===== src/rtl/branch_history_table_if.sv =====
// ---------------------------------------------------------------------------
// branch_history_table_if
//
// Bundles the fetch-side lookup port and the resolve-side update port of the
// branch history table.
//
//   pred_pc          fetch PC to predict                (pipeline -> table)
//   pred_taken       predicted direction                (table -> pipeline)
//   pred_idx         table index used for the lookup    (table -> pipeline)
//   upd_valid        resolve-stage update strobe        (pipeline -> table)
//   upd_idx          index captured at prediction time  (pipeline -> table)
//   upd_taken        actual branch outcome              (pipeline -> table)
//   upd_mispredict   resolved direction was mispredicted (pipeline -> table)
//   ready            init sweep finished                (table -> pipeline)
//   mispredict_count saturating mispredict statistic    (table -> pipeline)
//
// master: the pipeline side. slave: the table itself.
// ---------------------------------------------------------------------------
interface branch_history_table_if #(
  parameter int INDEX_BITS = 6
);

  logic [31:0]           pred_pc;
  logic                  pred_taken;
  logic [INDEX_BITS-1:0] pred_idx;
  logic                  upd_valid;
  logic [INDEX_BITS-1:0] upd_idx;
  logic                  upd_taken;
  logic                  upd_mispredict;
  logic                  ready;
  logic [31:0]           mispredict_count;

  modport master (
    output pred_pc, upd_valid, upd_idx, upd_taken, upd_mispredict,
    input  pred_taken, pred_idx, ready, mispredict_count
  );

  modport slave (
    input  pred_pc, upd_valid, upd_idx, upd_taken, upd_mispredict,
    output pred_taken, pred_idx, ready, mispredict_count
  );

endinterface


===== src/rtl/branch_history_table.sv =====
// ---------------------------------------------------------------------------
// branch_history_table
//
// Table of 2^INDEX_BITS saturating CTR_BITS-wide branch-direction counters
// with an optional gshare hash (GHR_BITS > 0) of the fetch PC with a global
// history register that is only updated when branches resolve.
//
// Ports:
//   clk    rising-edge clock
//   rst_n  synchronous active-low reset
//   bus    branch_history_table_if.slave (lookup port, update port, ready,
//          mispredict_count)
//
// After reset the table is walked one entry per cycle writing weak
// not-taken, so the counter storage itself never needs a reset. Lookups are
// combinational (read-before-write against a same-cycle update).
// ---------------------------------------------------------------------------
module branch_history_table #(
  parameter int INDEX_BITS = 6,
  parameter int CTR_BITS   = 2,
  parameter int GHR_BITS   = 0
) (
  input  logic                    clk,
  input  logic                    rst_n,
  branch_history_table_if.slave   bus
);

  localparam int ENTRIES = 1 << INDEX_BITS;
  // Keep the history register at least one bit wide so bimodal builds still
  // elaborate; in that case it simply stays zero.
  localparam int GHR_W   = (GHR_BITS > 0) ? GHR_BITS : 1;

  localparam logic [CTR_BITS-1:0] WNT     = CTR_BITS'((1 << (CTR_BITS - 1)) - 1);
  localparam logic [CTR_BITS-1:0] CTR_MAX = '1;

  typedef enum logic {
    ST_INIT,
    ST_RUN
  } state_t;

  state_t                state;
  logic [INDEX_BITS-1:0] init_ptr;
  logic [GHR_W-1:0]      ghr;
  logic [GHR_W-1:0]      ghr_next;
  logic                  ready_q;
  logic [31:0]           misp_cnt;

  // Counter storage: no reset, async read, single write port.
  logic [CTR_BITS-1:0]   ctr_mem [ENTRIES];

  logic [INDEX_BITS-1:0] base_idx;
  logic [INDEX_BITS-1:0] hash_idx;
  logic [CTR_BITS-1:0]   upd_cur;
  logic [CTR_BITS-1:0]   upd_next;
  logic                  unused_bits;

  assign base_idx = bus.pred_pc[INDEX_BITS+1:2];

  // Index hash: plain PC bits, or PC bits XOR zero-extended history.
  generate
    if (GHR_BITS == 0) begin : g_bimodal
      assign hash_idx = base_idx;
    end else begin : g_gshare
      assign hash_idx = base_idx ^ INDEX_BITS'(ghr);
    end
  endgenerate

  // History shift on resolve; newest outcome enters at bit 0.
  generate
    if (GHR_BITS == 0) begin : g_no_hist
      assign ghr_next = '0;
    end else if (GHR_BITS == 1) begin : g_hist1
      assign ghr_next = bus.upd_taken;
    end else begin : g_histn
      assign ghr_next = {ghr[GHR_W-2:0], bus.upd_taken};
    end
  endgenerate

  // Prediction is masked during the sweep because entries are still garbage.
  assign bus.pred_idx         = hash_idx;
  assign bus.pred_taken       = (state == ST_RUN) && ctr_mem[hash_idx][CTR_BITS-1];
  assign bus.ready            = ready_q;
  assign bus.mispredict_count = misp_cnt;

  assign unused_bits = ^{bus.pred_pc[31:INDEX_BITS+2], bus.pred_pc[1:0], ghr};

  // Saturating step of the counter addressed by the update port.
  always_comb begin
    upd_cur  = ctr_mem[bus.upd_idx];
    upd_next = upd_cur;
    if (bus.upd_taken) begin
      if (upd_cur != CTR_MAX) upd_next = upd_cur + CTR_BITS'(1);
    end else begin
      if (upd_cur != '0) upd_next = upd_cur - CTR_BITS'(1);
    end
  end

  // Counter storage write port: shared between the init sweep and the
  // resolve-stage update, which can never be active in the same cycle.
  always_ff @(posedge clk) begin
    if (rst_n) begin
      if (state == ST_INIT) begin
        ctr_mem[init_ptr] <= WNT;
      end else if (bus.upd_valid) begin
        ctr_mem[bus.upd_idx] <= upd_next;
      end
    end
  end

  // Control state: sweep pointer, ready flag, history and mispredict
  // statistics. ready is set on the same edge that writes the last entry.
  always_ff @(posedge clk) begin
    if (!rst_n) begin
      state    <= ST_INIT;
      init_ptr <= '0;
      ghr      <= '0;
      misp_cnt <= '0;
      ready_q  <= 1'b0;
    end else begin
      case (state)
        ST_INIT: begin
          init_ptr <= init_ptr + INDEX_BITS'(1);
          if (init_ptr == INDEX_BITS'(ENTRIES - 1)) begin
            state   <= ST_RUN;
            ready_q <= 1'b1;
          end
        end
        ST_RUN: begin
          if (bus.upd_valid) begin
            ghr <= ghr_next;
            if (bus.upd_mispredict && (misp_cnt != 32'hFFFF_FFFF)) begin
              misp_cnt <= misp_cnt + 32'd1;
            end
          end
        end
        default: state <= ST_INIT;
      endcase
    end
  end

endmodule


===== src/flat_wrapper.sv =====
// flat-port wrapper written by rule: the top's interface ports become plain ports
module branch_history_table_flat 
#(
  parameter int INDEX_BITS = 6,
  parameter int CTR_BITS   = 2,
  parameter int GHR_BITS   = 0
)
  (clk, rst_n, bus_pred_pc, bus_upd_valid, bus_upd_idx, bus_upd_taken, bus_upd_mispredict, bus_pred_taken, bus_pred_idx, bus_ready, bus_mispredict_count);
  branch_history_table_if #(.INDEX_BITS(INDEX_BITS)) bus_i ();
  input  logic clk;
  input  logic rst_n;
  input wire logic [$bits(bus_i.pred_pc)-1:0] bus_pred_pc;
  input wire logic [$bits(bus_i.upd_valid)-1:0] bus_upd_valid;
  input wire logic [$bits(bus_i.upd_idx)-1:0] bus_upd_idx;
  input wire logic [$bits(bus_i.upd_taken)-1:0] bus_upd_taken;
  input wire logic [$bits(bus_i.upd_mispredict)-1:0] bus_upd_mispredict;
  output wire logic [$bits(bus_i.pred_taken)-1:0] bus_pred_taken;
  output wire logic [$bits(bus_i.pred_idx)-1:0] bus_pred_idx;
  output wire logic [$bits(bus_i.ready)-1:0] bus_ready;
  output wire logic [$bits(bus_i.mispredict_count)-1:0] bus_mispredict_count;
  assign bus_i.pred_pc = bus_pred_pc;
  assign bus_i.upd_valid = bus_upd_valid;
  assign bus_i.upd_idx = bus_upd_idx;
  assign bus_i.upd_taken = bus_upd_taken;
  assign bus_i.upd_mispredict = bus_upd_mispredict;
  assign bus_pred_taken = bus_i.pred_taken;
  assign bus_pred_idx = bus_i.pred_idx;
  assign bus_ready = bus_i.ready;
  assign bus_mispredict_count = bus_i.mispredict_count;
  branch_history_table #(.INDEX_BITS(INDEX_BITS), .CTR_BITS(CTR_BITS), .GHR_BITS(GHR_BITS)) u_core (.clk(clk), .rst_n(rst_n), .bus(bus_i));
endmodule

===== config.mk =====
export PLATFORM = sky130hd
export DESIGN_NAME = branch_history_table_flat
export DESIGN_NICKNAME = d
export VERILOG_FILES = /design/src/rtl/branch_history_table_if.sv /design/src/rtl/branch_history_table.sv /design/src/flat_wrapper.sv
export SDC_FILE = /design/constraint.sdc
export NUM_CORES = 1
export LEC_CHECK = 0
export BUFFER_PORTS_ARGS = -buffer_cell sky130_fd_sc_hd__clkbuf_2
export CORE_ASPECT_RATIO = 0.9
export CORE_MARGIN = 2
export CORE_UTILIZATION = 55
export DETAILED_ROUTE_END_ITERATION = 10
export PLACE_DENSITY = 0.79
export SLEW_MARGIN = 20
export SYNTH_ARGS = -nofsm -noshare
export SYNTH_HDL_FRONTEND = slang
export SYNTH_SLANG_ARGS = --single-unit

===== constraint.sdc =====
create_clock -name clk -period 5.4 [get_ports clk]
set_input_delay 0.54 -clock clk [delete_from_list [all_inputs] [get_ports clk]]
set_output_delay 0.54 -clock clk [all_outputs]
set_load 0.02 [all_outputs]

Word level (Yosys, flattened, before mapping). Memories as Yosys holds them, arrays and structs flattened. Cells that the tools add are included.

RAM bits: 128. Bits of input ports: 43. Word-level logic and storage cells: 34. Flip-flop bits (word level): 40. Output and inout port bits: 40. Memories: 1.

Mux-type cells: 15. Bitwise operators: 1. Equal/unequal tests: 3. Reductions and logical operators: 6. Add/subtract/negate cells: 4.

Memories: u_core.ctr_mem (depth 64, bits a word 2, rd ports 2, clocked after Yosys merged registers in 0, write ports 1, RTL line branch_history_table.sv:49) `logic [CTR_BITS-1:0] ctr_mem [ENTRIES];`.

Operators by type and width (number): 32-bit by 1-bit adder with 32-bit output, second input constant (1); 32-bit inequality test, second input constant (1); 1-bit 2-to-1 mux (10); 2-bit 2-to-1 mux (4); 6-bit by 1-bit adder with 6-bit output, second input constant (1); 6-bit == test, second input constant (1); 6-bit 2-to-1 mux (1); 3-bit AND reduction (1); 2-bit by 1-bit adder with 2-bit output, second input constant (1); 1-bit logical AND (2); 2-bit inequality test, second input constant (1); 2-bit AND reduction (1); 2-bit nonzero test (1); 2-bit OR reduction (1); 2-bit by 1-bit subtractor with 2-bit output, second input constant (1); 1-bit NOT (1).

Depth between registers and ports, before layout. Gate-level depths: netlist of run 1.

Depth in word-level cells: 6. Depth in mapped cells: 9. Mapped depth without buffers: 7.

Worst setup path before layout of run 1. Ideal clock, no wire load.

Path type: input -> register. Start: input port bus_upd_idx[0]. End: memory u_core.ctr_mem[0][0] (data pin). Data arrival time: 3.890 ns. Slack: 0.962 ns. Data required time: 4.852 ns. Buffers on the path: 1. Stages on the path: 7. Library setup time: 0.548 ns. Cell sequence: buf_6 -> mux4_2 -> mux4_2 -> and2_0 -> o21ai_1 -> a2111oi_0 -> a21oi_1.

Word-level cells in the longest chain between the ends: 5. Elaborated cells on any way between the ends: 9. Those cells by class: 2 x add/sub; 1 x eq/ne; 4 x mux; 1 x reduce/logical; 1 x memory.

Ends and longest elaborated chain: start, declared (RTL line flat_wrapper.sv:14) `input wire logic [$bits(bus_i.upd_idx)-1:0] bus_upd_idx;`; memory 64 x 2 bit *; 2-bit by 1-bit subtractor with 2-bit output, or another cell as far along (RTL line branch_history_table.sv:94) `if (upd_cur != '0) upd_next = upd_cur - CTR_BITS'(1);`; 2-bit 2-to-1 mux (on tied branches) (RTL line branch_history_table.sv:94, branch_history_table.sv:92); 2-bit 2-to-1 mux * (RTL line branch_history_table.sv:91) `if (bus.upd_taken) begin`; 2-bit 2-to-1 mux (no source line) *; end, declared (RTL line branch_history_table.sv:49).

Mark *: on every way between the ends. The rest lies on a longest branch, timed or not.

Worst setup path in the final report of run 1.
Start: input port bus_upd_idx[1]. End: memory u_core.ctr_mem[28][0] (data pin).

Same word-level chain as after synthesis.

==> key figures, run 1 <==
Run status
  • Outcome: finished, final reports clean

Logic synthesis
  • Synth Flop Type: edfxtp_1
  • Synth unique cells: 58
  • Synthesis warning total: 0
  • Post-synthesis net count: 668
  • Async SR Flop Fraction: 0
  • Synth Register Bits: 168
  • Area leader, netlist: edfxtp_1
  • Syn avg cell area: 13.1 um2
  • Post-Syn Area: 8130 um2
  • Post-synth EDFFs: 128
  • Top post-synthesis cells by area: edfxtp_1 (47%), mux4_2 (12%), dfxtp_1 (9.8%)
  • Post-synthesis sequential area ratio: 0.571
  • Post-synthesis cell count: 623
  • Top-area cell type share of the netlist area: 0.473

Placed design
  • Routability-driven placement congestion ratio: 0.910
  • Post-place setup slack: 1320 ps
  • IO Port Bufs: 56
  • Dpl cells: 844
  • Post-DP HPWL: 12500 um

Detailed routing
  • Routed length per placed instance: 21.1 um
  • Drt pass-1 iters: 5
  • DRT Wirelength: 18500 um
  • Final ANT Viol Nets: 0
  • Iter 0 DRT Violations: 681
  • Vias: 5556
  • DRC violations left: 0
  • Vias per std cell: 6.34

Worst setup path
  • Buf/Inv on CP: 3
  • Slowest stage delay, CP: 710 ps
  • Worst-path maximum fanout: 38
  • CP Launch Type: primary input
  • Delay-heaviest family, CP: compound AO/OA/AOI/OAI gates
  • Critical Path Sink Type: register
  • Max stage delay cell, worst path: a2111oi_0
  • Crit path arrival time: 3850 ps
  • Critical-path cell list: clkbuf_2, buf_4, mux4_2, nand2_1, nand3_1, a41o_1, a2111oi_0, a21oi_4, buf_12
  • Required @ worst endpoint: 5560 ps
  • Critical Setup Path Class: primary input to register

STA
  • RSZ-0062 raised after global routing: no
  • Max-slew violations: 0
  • Final setup vio count: 0
  • Minimum clock period: 3690 ps
  • Worst clock skew: 6.52 ps
  • Relative slew slack: 0.356
  • Slew at the pin with the worst max-slew slack: 950 ps
  • Worst hold slack: 482 ps
  • Fin crit share: 0.684
  • Final hold violations: 0
  • Setup WS post-layout: 1710 ps
  • F_max: 271 MHz
  • Setup TNS: 0 ps

Power and ir drop
  • Peak VDD IR: 234 uV
  • Tot Pwr: 2.77 mW
  • Pwr Density: 303 nW/um2
  • Leak: 3.38 nW

Floorplan
  • Std-Cell Rows: 42
  • I/O pins: 83
  • Die Span X: 132 um
  • Core Region: 14600 um2
  • Die ar.: 15800 um2
  • Initial Utilization: 0.559
  • Die Y: 119 um

Clock network
  • Root Buffer: clkbuf_16
  • Clock transition at path regs: 60 ps
  • Post-CTS Setup Inserts: 0
  • Clk Latency, worst-skew pair: 430 ps
  • CTS Hold Buffers Added: 0
  • # clock sinks: 168
  • Clock Path Buffers: 2
  • PostCTS Resize Cnt: 0
  • H-tree depth: 4
  • CTS tree: yes
  • TritonCTS buffer count: 17

Finish
  • Layout cells sized above 1: 0.215
  • Final nets: 710
  • Most frequent cells in the layout: edfxtp_1 (128), nor2_1 (79), clkbuf_2 (56)
  • Filler cells: 1073
  • Most common cell after layout, fill and taps aside: edfxtp_1
  • Finished Layout Cells: 876
  • Area growth syn-to-layout: 12.3%
  • N_diodes: 0

Global routing
  • Pin count of the biggest net entering global routing: 49
  • First-pass GRT wire length: 29100 um
  • Initial antenna violation count: 0
  • Total gr overflow: 0
  • Number of global-route vias before repair: 5400
  • Global Route Usage Sum: 0.242

Worst hold path
  • Worst hold-check path type: register to register

Flow run
  • Max cap viols: 0
[flip-flops by register name, summed over array words and instances, names as in the netlist]
register,cells
u_core.state,1
u_core.bus.mispredict_count,32
u_core.init_ptr,6
u_core.bus.ready,1
u_core.ctr_mem,128
[worst reg2reg max path, delay by kind of cell, from the launching register on]
family,cells,cell delay [ps]
mux,2,650
compound gates,3,1040
simple gates,1,600
flops,1,390
buf+inv,1,290
[path summary, 6_finish.rpt]
kind	start	endpoint	slack, ps	depth (start not counted)
min reg2reg	u_core.bus.ready	u_core.bus.ready	480	1
min	u_core.bus.ready	u_core.bus.ready	480	1
max	bus_upd_idx[1]	u_core.ctr_mem[28][0]	1710	9
max reg2reg	u_core.ctr_mem[6][0]	u_core.ctr_mem[28][0]	2250	7
[cells in the mapped netlist (all sizes together) (16+ instances only)]
cell    number
edfxtp     128
nor2        79
mux4        45
dfxtp       40
and2        35
nand2       34
nand3       22
clkbuf      21
mux2i       17
buf         16
xnor2       16
xor2        16
[through the flow]
stage	util	cell area (um2)
floorplan	-	8130
global placement	0.585	8510
detailed placement	0.585	8510
CTS	0.627	9120
global route	0.627	9130
finish	0.627	9130
[cells by family (layout without fill, tap and decap cells)]
| logic type | count (synthesis) | after routing | synth area share |
|---|---|---|---|
| and+or+nand+nor | 251 | 251 | 0.158 |
| DFF | 168 | 168 | 0.571 |
| muxes | 68 | 68 | 0.154 |
| AOI/OAI and AO/OA | 55 | 55 | 0.0492 |
| buffers and inverters | 47 | 102 | 0.0300 |
| xor gates and xnor gates | 32 | 32 | 0.0345 |
| adders and majority gates | 2 | 2 | 0.00308 |
[power by group]
| group | internal, mW | switching (mW) |
|---|---|---|
| Clock | 0.772 | 0.480 |
| Combinational | 0.0518 | 0.0815 |
| Sequential | 1.38 | 0.00419 |
| Total | 2.20 | 0.566 |
[routing by layer]
metal / GRT usage / routed length (um) / vias to the layer above
li1: - / - / 2456
met1: 0.330 / 7560 / 2777
met2: 0.391 / 9050 / 289
met3: 0.0524 / 1540 / 34
met4: 0.0827 / 308 / 0
met5: 0 / 0 / -
[area by class of cell]
type                            count  area (um2)  area share
Sequential cell                   168        4640       0.509
Multi-Input combinational cell    408        3270       0.358
Clock buffer                       20         437      0.0478
Timing Repair Buffer               60         323      0.0353
Tap cell                          198         248      0.0271
Clock inverter                     12         174      0.0190
Inverter                           10        37.5     0.00411
Power figures use the tool's default switching activity.
==> inputs of run 2 (changes only) <==
Clock period 5.4 ns to 3.4 ns, I/O delays scaled along.
==> run 2 against run 1 <==
Net effect:
- global-route usage increased by 1.0 points
- register-to-register slack got worse by 1900 ps
- clock skew increased by 5.0 ps
- final cell count increased by 1.9%
- die area unchanged
- non-clock buffer count increased by 17
- first-iteration DRC count decreased by 19%
- clock power increased by 62%
- design area increased by 1.9%
- sequential power increased by 59%
- via count increased by 1.8%
- critical path type unchanged
- largest power group unchanged
==> key figures, run 2 (synthesized netlist as in run 1, its figures left out) <==
Finish
  • N_diodes: 0 (unchanged)
  • Most frequent cells in the layout: edfxtp_1 (128), nor2_1 (79), clkbuf_2 (56)
  • Max FFs per register: 128 (unchanged)
  • Post-Layout Inst Area: 9310 um2 (+1.9%)
  • Finished Layout Cells: 893 (+1.9%)
  • Layout cells sized above 1: 0.236 (+0.0206)
  • Filler cells: 1055 (-1.7%)
  • Final nets: 727 (+2.4%)
  • Area growth syn-to-layout: 14.5%
  • Final core occ: 0.639 (+0.0120)
  • Reg with most FFs: u_core.ctr_mem
  • Most common cell after layout, fill and taps aside: edfxtp_1

Detailed routing
  • Routed length per placed instance: 21.8 um (+3.7%)
  • Drt pass-1 iters: 5 (unchanged)
  • DRT Wirelength: 19500 um (+5.7%)
  • Vias per std cell: 6.33 (-0.16%)
  • Final ANT Viol Nets: 0 (unchanged)
  • Iter 0 DRT Violations: 555 (-19%)
  • Vias: 5655 (+1.8%)
  • DRC violations left: 0 (unchanged)

STA
  • RSZ-0062 raised after global routing: no
  • Relative slew slack: 0.429 (+0.0726)
  • Setup WS post-layout: 232 ps (-1480 ps)
  • Max-slew violations: 0 (unchanged)
  • Setup TNS: 0 ps (unchanged)
  • Fin crit share: 0.932
  • Worst hold slack: 268 ps (-214 ps)
  • F_max: 316 MHz
  • Final setup vio count: 0 (unchanged)
  • Worst clock skew: 11.5 ps (+5.00 ps)
  • Minimum clock period: 3170 ps
  • Final hold violations: 0 (unchanged)
  • Slew at the pin with the worst max-slew slack: 854 ps (-96.0 ps)

Worst setup path
  • CP Launch Type: primary input
  • Worst-path maximum fanout: 44 (+16%)
  • Crit path arrival time: 3330 ps (-520 ps)
  • Critical-path cell list: clkbuf_2, buf_4, mux4_2, a22oi_1, a31oi_1, a41o_1, a2111oi_1, a21oi_4, buf_12
  • Critical Path Sink Type: register
  • FF-to-FF setup slack: 350 ps (-1900 ps)
  • Max stage delay cell, worst path: a2111oi_1
  • Critical Setup Path Class: primary input to register
  • Required @ worst endpoint: 3560 ps (-2000 ps)
  • Slowest stage delay, CP: 750 ps (+40 ps)

Clock network
  • Clk Latency, worst-skew pair: 430 ps (about the same)
  • # clock sinks: 168 (unchanged)
  • Clock Path Buffers: 2 (unchanged)
  • H-tree depth: 4 (unchanged)
  • TritonCTS buffer count: 17 (unchanged)
  • CTS tree: yes
  • Root Buffer: clkbuf_16
  • Clock transition at path regs: 60 ps (about the same)

Power and ir drop
  • Seq pwr share: 0.492 (-0.007)
  • Combinational group share of total power: 0.052 (+0.004)
  • Internal power: 3.51 mW (+60%)
  • Sw Ratio: 0.211 (+0.00641)
  • Pwr Density: 479 nW/um2 (+58%)
  • Tot Pwr: 4.45 mW (+61%)
  • Clock share of power: 0.456 (+0.003)
  • P_sw: 0.941 mW (+66%)
  • Peak VDD IR: 311 uV (+33%)
  • Leak: 3.46 nW (+2.4%)

Global routing
  • Global Route Usage Sum: 0.252 (+0.0102)
  • Initial antenna violation count: 0 (unchanged)
  • Total gr overflow: 0 (unchanged)
  • Pin count of the biggest net entering global routing: 49 (unchanged)
  • First-pass GRT wire length: 30000 um (+3.2%)
  • Number of global-route vias before repair: 5547 (+2.7%)

Floorplan
  • I/O pins: 83 (unchanged)
  • Initial Utilization: 0.559 (unchanged)
  • Die Y: 119 um (unchanged)
  • Core Region: 14600 um2 (unchanged)
  • Std-Cell Rows: 42 (unchanged)
  • Die Span X: 132 um (unchanged)
  • Die ar.: 15800 um2 (unchanged)

Run status
  • Outcome: finished, final reports clean

Placed design
  • Dpl cells: 861 (+2.0%)
  • IO Port Bufs: 56 (unchanged)
  • Post-place setup slack: -75.0 ps (-1390 ps)
  • Post-DP HPWL: 12900 um (+3.6%)
  • Routability-driven placement congestion ratio: 0.917 (+0.67%)
  • Area after DPL: 8680 um2 (+1.9%)

Flow run
  • Max cap viols: 0 (unchanged)

Worst hold path
  • Worst hold-check path type: primary input to register
run 2: cell types whose count changed in the layout (fill, tap and decap cells not counted), sizes merged:
cell and change:
clkinvlp -1, clkbuf -2, inv +1, clkinv +2, buf +17
run 2: timing repair:
item / 4_1_cts / 5_1_grt
hold buffers: 0 / 0
endpoints found under the setup margin: 0 / 44
setup buffers: 0 / 0
gates resized for setup: 0 / 1
run 2: worst paths after layout:
check,end,depth (start not counted),startpoint
setup / recovery,u_core.ctr_mem[63][0],9,bus_upd_idx[0]
hold / removal,u_core.init_ptr[4],2,rst_n
setup reg to reg,u_core.ctr_mem[63][0],7,u_core.ctr_mem[40][1]
hold reg to reg,u_core.bus.ready,1,u_core.bus.ready
run 2: layer usage:
layer	vias up	track usage	wire length [um]
met5	-	0	0
met4	0	0.120	771
met3	69	0.0651	1810
met2	340	0.395	9350
met1	2764	0.333	7580
li1	2482	-	-
run 2: power by group through the flow:
stage	sequential [mW]	clock, mW	combinational [mW]
global placement	2.24	0	0.221
finish	2.19	2.03	0.232
detailed placement	2.24	0	0.225
CTS	2.19	2.04	0.228
floorplan	2.23	0	0.160
global route	2.19	2.11	0.245
run 2: area by class of cell:
cell class	instances	area, um2	area share
Clock inverter	14	199	0.0214
Tap cell	198	248	0.0266
Sequential cell	168	4640	0.499
Multi-Input combinational cell	408	3260	0.350
Inverter	10	37.5	0.00403
Clock buffer	18	429	0.0461
Timing Repair Buffer	77	488	0.0524
run 2: critical path: cells and delay by family:
kind	cells	cell delay [ps]
compound gates	5	1590
buf+inv	3	810
mux	1	530
